==> src/rtl/rpsc_pkg.sv <==
// Shared types and helpers for the RPSC permissive/ON latch card.
package rpsc_pkg;

   typedef enum logic [1:0] {
      SEQ_NORMAL  = 2'd0,
      SEQ_DROP    = 2'd1,
      SEQ_TRIPPED = 2'd2
   } seq_state_t;

   localparam int unsigned RPSC_SYNC_STAGES = 2;

   // Index width that never collapses to zero bits for one or two channels.
   function automatic int unsigned clog2_min1(input int unsigned n);
      return (n <= 2) ? 1 : $clog2(n);
   endfunction

endpackage

==> src/rtl/rpsc_debounce.sv <==
// Two-flop synchroniser followed by a consecutive-disagreement debounce filter.
module rpsc_debounce
   import rpsc_pkg::*;
#(
   parameter int unsigned DEBOUNCE = 4
) (
   input  logic clk,
   input  logic reset,
   input  logic d_raw,
   output logic d_filt
);

   localparam int unsigned CW = $clog2(DEBOUNCE + 1);

   logic [RPSC_SYNC_STAGES-1:0] sync_q, sync_d;
   logic [CW-1:0]               cnt_q, cnt_d;
   logic                        filt_q, filt_d;

   // Counter only advances while the synchronised sample disagrees with the
   // filtered value; any agreeing sample restarts the count.
   always_comb begin
      sync_d = {sync_q[RPSC_SYNC_STAGES-2:0], d_raw};
      cnt_d  = '0;
      filt_d = filt_q;
      if (sync_q[RPSC_SYNC_STAGES-1] != filt_q) begin
         if (cnt_q == CW'(DEBOUNCE - 1)) begin
            filt_d = ~filt_q;
         end else begin
            cnt_d = cnt_q + 1'b1;
         end
      end
   end

   always_ff @(posedge clk or posedge reset) begin
      if (reset) begin
         sync_q <= '0;
         cnt_q  <= '0;
         filt_q <= 1'b0;
      end else begin
         sync_q <= sync_d;
         cnt_q  <= cnt_d;
         filt_q <= filt_d;
      end
   end

   assign d_filt = filt_q;

endmodule

==> src/rtl/rpsc_perm_seq_latch.sv <==
// Ordered permissive/ON latch card: filtered inputs, sequenced power-up and
// reverse-order trip shutdown with a latched fault and tripping channel index.
module rpsc_perm_seq_latch
   import rpsc_pkg::*;
#(
   parameter int unsigned    N_CH      = 4,
   parameter int unsigned    DEBOUNCE  = 4,
   parameter int unsigned    STEP_DLY  = 16,
   parameter logic [N_CH-1:0] ECHO_MASK = N_CH'(4'b0011)
) (
   input  logic                          clk,
   input  logic                          reset,
   input  logic [N_CH-1:0]               perm_in,
   input  logic [N_CH-1:0]               on_in,
   input  logic                          clr,
   output logic [N_CH-1:0]               perm_la,
   output logic [N_CH-1:0]               on_la,
   output logic [N_CH-1:0]               on_ep1,
   output logic                          fault,
   output logic [clog2_min1(N_CH)-1:0]   trip_ch
);

   localparam int unsigned TCW = clog2_min1(N_CH);
   localparam int unsigned TW  = $clog2(STEP_DLY + 1);
   localparam logic [TW-1:0] STEP_LOAD = TW'(STEP_DLY - 1);

   logic [N_CH-1:0] fp, fo;
   seq_state_t      state_q, state_d;
   logic [TW-1:0]   timer_q, timer_d;
   logic [TCW-1:0]  trip_ch_q, trip_ch_d;
   logic [N_CH-1:0] perm_la_q;
   logic [N_CH-1:0] on_la_q, on_la_d;
   logic [N_CH-1:0] on_ep1_q;
   logic            fault_q, fault_d;

   for (genvar k = 0; k < N_CH; k++) begin : g_ch
      rpsc_debounce #(
         .DEBOUNCE (DEBOUNCE)
      ) u_perm (
         .clk    (clk),
         .reset  (reset),
         .d_raw  (perm_in[k]),
         .d_filt (fp[k])
      );
      rpsc_debounce #(
         .DEBOUNCE (DEBOUNCE)
      ) u_on (
         .clk    (clk),
         .reset  (reset),
         .d_raw  (on_in[k]),
         .d_filt (fo[k])
      );
   end

   // on_up[k] = on_la[k+1] (0 above the top); on_dn[k] = on_la[k-1] (1 below channel 0).
   logic [N_CH-1:0] on_up, on_dn;
   logic [N_CH-1:0] trip_vec, set_ok, clr_ok;
   logic            trip_any;
   logic [TCW-1:0]  trip_lo;

   always_comb begin
      on_up    = on_la_q >> 1;
      on_dn    = (on_la_q << 1) | N_CH'(1);
      trip_vec = (on_la_q & ~fp) | (~fo & on_up);
      trip_any = |trip_vec;
      set_ok   = fo & perm_la_q & on_dn;
      clr_ok   = ~fo & ~on_up;
   end

   always_comb begin
      trip_lo = '0;
      for (int k = N_CH - 1; k >= 0; k--) begin
         if (trip_vec[k]) trip_lo = TCW'(k);
      end
   end

   // Effective trip index this cycle: a fresh lower trip in DROP extends the
   // sequence downward immediately, so masks and the drop pick use it at once.
   logic [TCW-1:0]  tc_eff;
   logic [N_CH-1:0] ge_mask, drop_oh;

   always_comb begin
      tc_eff = trip_ch_q;
      if (state_q == SEQ_NORMAL) begin
         tc_eff = trip_lo;
      end else if (state_q == SEQ_DROP && trip_any && trip_lo < trip_ch_q) begin
         tc_eff = trip_lo;
      end
   end

   always_comb begin
      ge_mask = '0;
      drop_oh = '0;
      for (int k = 0; k < N_CH; k++) begin
         ge_mask[k] = (TCW'(k) >= tc_eff);
         if (on_la_q[k] && (TCW'(k) >= tc_eff)) begin
            drop_oh    = '0;
            drop_oh[k] = 1'b1;
         end
      end
   end

   always_comb begin
      state_d   = state_q;
      on_la_d   = on_la_q;
      trip_ch_d = trip_ch_q;
      timer_d   = timer_q;
      unique case (state_q)
         SEQ_NORMAL: begin
            if (trip_any) begin
               state_d   = SEQ_DROP;
               trip_ch_d = trip_lo;
               timer_d   = STEP_LOAD;
               on_la_d   = on_la_q & ~drop_oh;
            end else begin
               on_la_d = (on_la_q | set_ok) & ~clr_ok;
            end
         end
         SEQ_DROP: begin
            trip_ch_d = tc_eff;
            on_la_d   = on_la_q & ~(clr_ok & ~ge_mask);
            if ((on_la_q & ge_mask) == '0) begin
               state_d = SEQ_TRIPPED;
            end else if (timer_q == '0) begin
               on_la_d = on_la_d & ~drop_oh;
               timer_d = STEP_LOAD;
            end else begin
               timer_d = timer_q - 1'b1;
            end
         end
         SEQ_TRIPPED: begin
            on_la_d = on_la_q & ~(clr_ok & ~ge_mask) & ~ge_mask;
            if (clr && fo == '0) begin
               state_d   = SEQ_NORMAL;
               trip_ch_d = '0;
            end
         end
         default: begin
            state_d = SEQ_NORMAL;
         end
      endcase
      fault_d = (state_d != SEQ_NORMAL);
   end

   always_ff @(posedge clk or posedge reset) begin
      if (reset) begin
         state_q   <= SEQ_NORMAL;
         timer_q   <= '0;
         trip_ch_q <= '0;
         perm_la_q <= '0;
         on_la_q   <= '0;
         on_ep1_q  <= '0;
         fault_q   <= 1'b0;
      end else begin
         state_q   <= state_d;
         timer_q   <= timer_d;
         trip_ch_q <= trip_ch_d;
         perm_la_q <= fp;
         on_la_q   <= on_la_d;
         on_ep1_q  <= on_la_d & ECHO_MASK;
         fault_q   <= fault_d;
      end
   end

   assign perm_la = perm_la_q;
   assign on_la   = on_la_q;
   assign on_ep1  = on_ep1_q;
   assign fault   = fault_q;
   assign trip_ch = trip_ch_q;

endmodule

==> config.mk <==
export PLATFORM = sky130hd
export DESIGN_NAME = rpsc_perm_seq_latch
export DESIGN_NICKNAME = d
export VERILOG_FILES = /design/src/rtl/rpsc_pkg.sv /design/src/rtl/rpsc_debounce.sv /design/src/rtl/rpsc_perm_seq_latch.sv
export SDC_FILE = /design/constraint.sdc
export NUM_CORES = 1
export LEC_CHECK = 0
export ABC_AREA = 1
export BUFFER_PORTS_ARGS = -buffer_cell sky130_fd_sc_hd__buf_2
export CORE_ASPECT_RATIO = 1.1
export CORE_MARGIN = 1.5
export CORE_UTILIZATION = 59
export CTS_CLUSTER_SIZE = 20
export DETAILED_ROUTE_END_ITERATION = 6
export GPL_TIMING_DRIVEN = 0
export PLACE_DENSITY_LB_ADDON = 0.3
export SYNTH_ARGS = -nofsm -noshare
export SYNTH_HDL_FRONTEND = slang
export SYNTH_SLANG_ARGS = --single-unit
==> constraint.sdc <==
create_clock -name clk -period 3.1 [get_ports clk]
set_input_delay 0.155 -clock clk [delete_from_list [all_inputs] [get_ports clk]]
set_output_delay 0.155 -clock clk [all_outputs]
set_load 0.005 [all_outputs]
==> reports/metrics.cfg <==
[critical_path]
required_ns = 3.32
crit_arrival_ns = 2.89
path_max_fanout = 6
cp-start-kind = register
cp-end-kind = register
path_class = reg -> reg

[detailed_routing]
vias = 2319
viasPerCell = 5.097
wirelength_um = 5630
wl_per_cell_um = 12.37
drt-initial-drc-count = 126
ant_nets = 0
route.detailed.drc = 0
dr.pass1.iters = 4

[power]
p_int_w = 0.001940
swShare_pct = 39.11
p_leak_nw = 1.916
p_per_area_nw_per_um2 = 873.8
p_comb_share_pct = 39.1
clkPwrFrac_pct = 21.0
pwr-share-seq_pct = 39.9
switchingPower_w = 0.001246
peakVddDrop_uv = 458.5

[logic_synthesis]
ys_seq_elements = 66
yosysTopAreaCell = dfrtp_1
syn_area_um2 = 3159
async_flop_share_pct = 100.0
syn-instance-count = 347
syn_avg_cell_area_um2 = 9.105
ys_types = 38
synth.area.mux_share_pct = 0.3564
synth-xor-area-share_pct = 2.218
ys_warn_count = 0
synth_area_leaders = dfrtp_1 52%, nand2_1 9.1%, inv_1 5.7%
synth_adder_area_share_pct = 5.545
synth_top_family_by_area = simple AND/OR/NAND/NOR gates
synth_ff_type = dfrtp_1
ys_seq_area_share_pct = 52.28
synth_compound_gate_area_share_pct = 7.525
synth_top_area_share_pct = 52.28
synth_simple_gate_area_share_pct = 23.92
synth_edf_count = 0

[sta]
period_minus_slack_ns = 2.678
tightestPinTransition_ns = 0.7890
rsz0062_at_grt = false
clock_skew_ns = 0.005011
fin_hold_ws_ns = 0.3493
setup_viol = 0
fmax_ghz = 0.3735
period_share_pct = 86.38
hold_viol = 0
drv_slew = 0
timing.final.ws_setup_ns = 0.4224
maxSlewHeadroom_pct = 46.73
setup_tns_ns = 0

[cts]
root_buffer = clkbuf_8
clockBufferDepth = 2
clock_latency_ns = 0.33
cts_resized = 0
numCtsBuffers = 9
post-cts-setup-buffers = 0
htree_levels = 3
clk_pin_slew_worst_paths_ns = 0.07
cts_tree = done
clock_sinks = 66

[die]
die_area_um2 = 5803
ioPinCount = 26
start_util_pct = 62.35
core_area_um2 = 5067
die_h_um = 79.75
row_count = 27
die_w_um = 72.77

[finish]
final_cell_mix = 77 x nand2_1, 66 x dfrtp_1, 47 x inv_1
nets = 417
syn2layout_area_growth_pct = 15.41
nFillCells = 364
n_antenna_cell = 0
layout_commonest_cell = nand2_1
final_cells = 455
drive_gt1_share_pct = 20.65

[global_routing]
grtUsageTotal_pct = 22.63
first_global_vias = 2263
grt_max_degree = 42
overflow = 0
grt_first_pass_wirelength_um = 9818
antenna_found_initial = 0

[run]
maxCapViolations = 0

[worst_hold_path]
hp-class = reg -> reg

[placement]
hpwlAfterDp_um = 4095
place_inst = 430
numPortBuffers = 23
pre_cts_slack_ns = 0.4598
gp_congestion = 0.9148

[status]
status = completed

-- power groups by stage --
stage                     combinational (W)  sequential (W)  clock (W)
after floorplan                    0.000965         0.00125          0
after global placement              0.00119         0.00128          0
after detailed placement            0.00123         0.00129          0
after CTS                           0.00124         0.00127   0.000693
after global routing                0.00143         0.00130   0.000718
final                               0.00124         0.00127   0.000670
-- through the flow --
stage	utilization, %	power (W)	cell area, um^2
finish	71.95	0.003186	3646
global route	71.95	0.003445	3646
CTS	71.95	0.003210	3646
detailed placement	66.52	0.002515	3371
global placement	66.12	0.002466	3351
floorplan	-	0.002211	3163
-- flip-flops by register name, indices dropped and copies added, names as in the netlist, 4 cells and up --
signal / count
g_ch.u_on.cnt_q: 12
g_ch.u_on.d_filt: 4
g_ch.u_on.sync_q: 8
g_ch.u_perm.cnt_q: 12
g_ch.u_perm.d_filt: 4
g_ch.u_perm.sync_q: 8
perm_la: 4
timer_q: 5
-- Yosys cell counts, types with 2 or more instances --
cell type   n
inv_4       2
o21ai_0    16
a22oi_1     2
xnor2_1     8
inv_1      48
dfrtp_1    66
nor2_1     22
nand2_4     4
buf_4       5
inv_2       4
nand2_1    77
nand3_1    14
a21oi_1     8
o21ai_1     4
nand2_2    13
nor3_1     15
nor2_2      2
nor2_4      3
ha_1       14
o31ai_1     2
-- critical path, stage by stage, from the launching register on --
cell and delay (ns):
dfrtp_1 0.46, inv_2 0.13, nor2_2 0.06, nor2_2 0.20, nor3_2 0.11, ha_1 0.19, or2_2 0.31, nor2_4 0.13
nand2_4 0.08, nand2_4 0.08, nand2_1 0.06, nand2_2 0.10, nand3_2 0.13, nand2_2 0.11, nor2_4 0.05, nand2_4 0.08
nand3_1 0.12, nand2_1 0.08, o21ai_0 0.08
-- cells by family after synthesis --
| logic type | after synthesis |
|---|---|
| simple gates | 157 |
| flops | 66 |
| buf+inv | 61 |
| compound gates | 39 |
| fa+ha+maj | 14 |
| xor+xnor | 8 |
| other cells | 1 |
| mux | 1 |
-- path summary, 6_finish.rpt --
check | from | to | slack [ns] | depth (start not counted)
setup / recovery | on_la[3] | on_la[3] | 0.42 | 18
hold / removal | g_ch[1].u_perm.sync_q[0] | g_ch[1].u_perm.sync_q[1] | 0.35 | 0
setup reg to reg | on_la[3] | on_la[3] | 0.42 | 18
hold reg to reg | g_ch[1].u_perm.sync_q[0] | g_ch[1].u_perm.sync_q[1] | 0.35 | 0
max in group asynchronous | reset | trip_ch[1] | 2.09 | 4
min in group asynchronous | reset | g_ch[3].u_perm.cnt_q[2] | 0.42 | 3
-- per-layer routing --
layer / share of wire, % / vias to the layer above / track usage (%)
met5: 0 / - / 0
met4: 2.0 / 0 / 8.491
met3: 4.3 / 9 / 6.944
met2: 49 / 47 / 37.25
li1: - / 1181 / -
met1: 45 / 1082 / 27.94
-- area by class of cell --
type / count / area, um^2 / area share [%]
Buffer: 7 / 46.29 / 1.270
Sequential cell: 66 / 1652 / 45.30
Timing Repair Buffer: 33 / 225.2 / 6.177
Multi-Input combinational cell: 221 / 1257 / 34.49
Inverter: 54 / 207.7 / 5.697
Clock inverter: 6 / 57.56 / 1.579
Tap cell: 58 / 72.57 / 1.990
Clock buffer: 10 / 127.6 / 3.500
-- repair_timing --
action,in CTS,in global routing
endpoints found under the setup margin,0,0
hold buffers,9,0
hold endpoints to repair,33,0
Power figures use the tool's default switching activity.
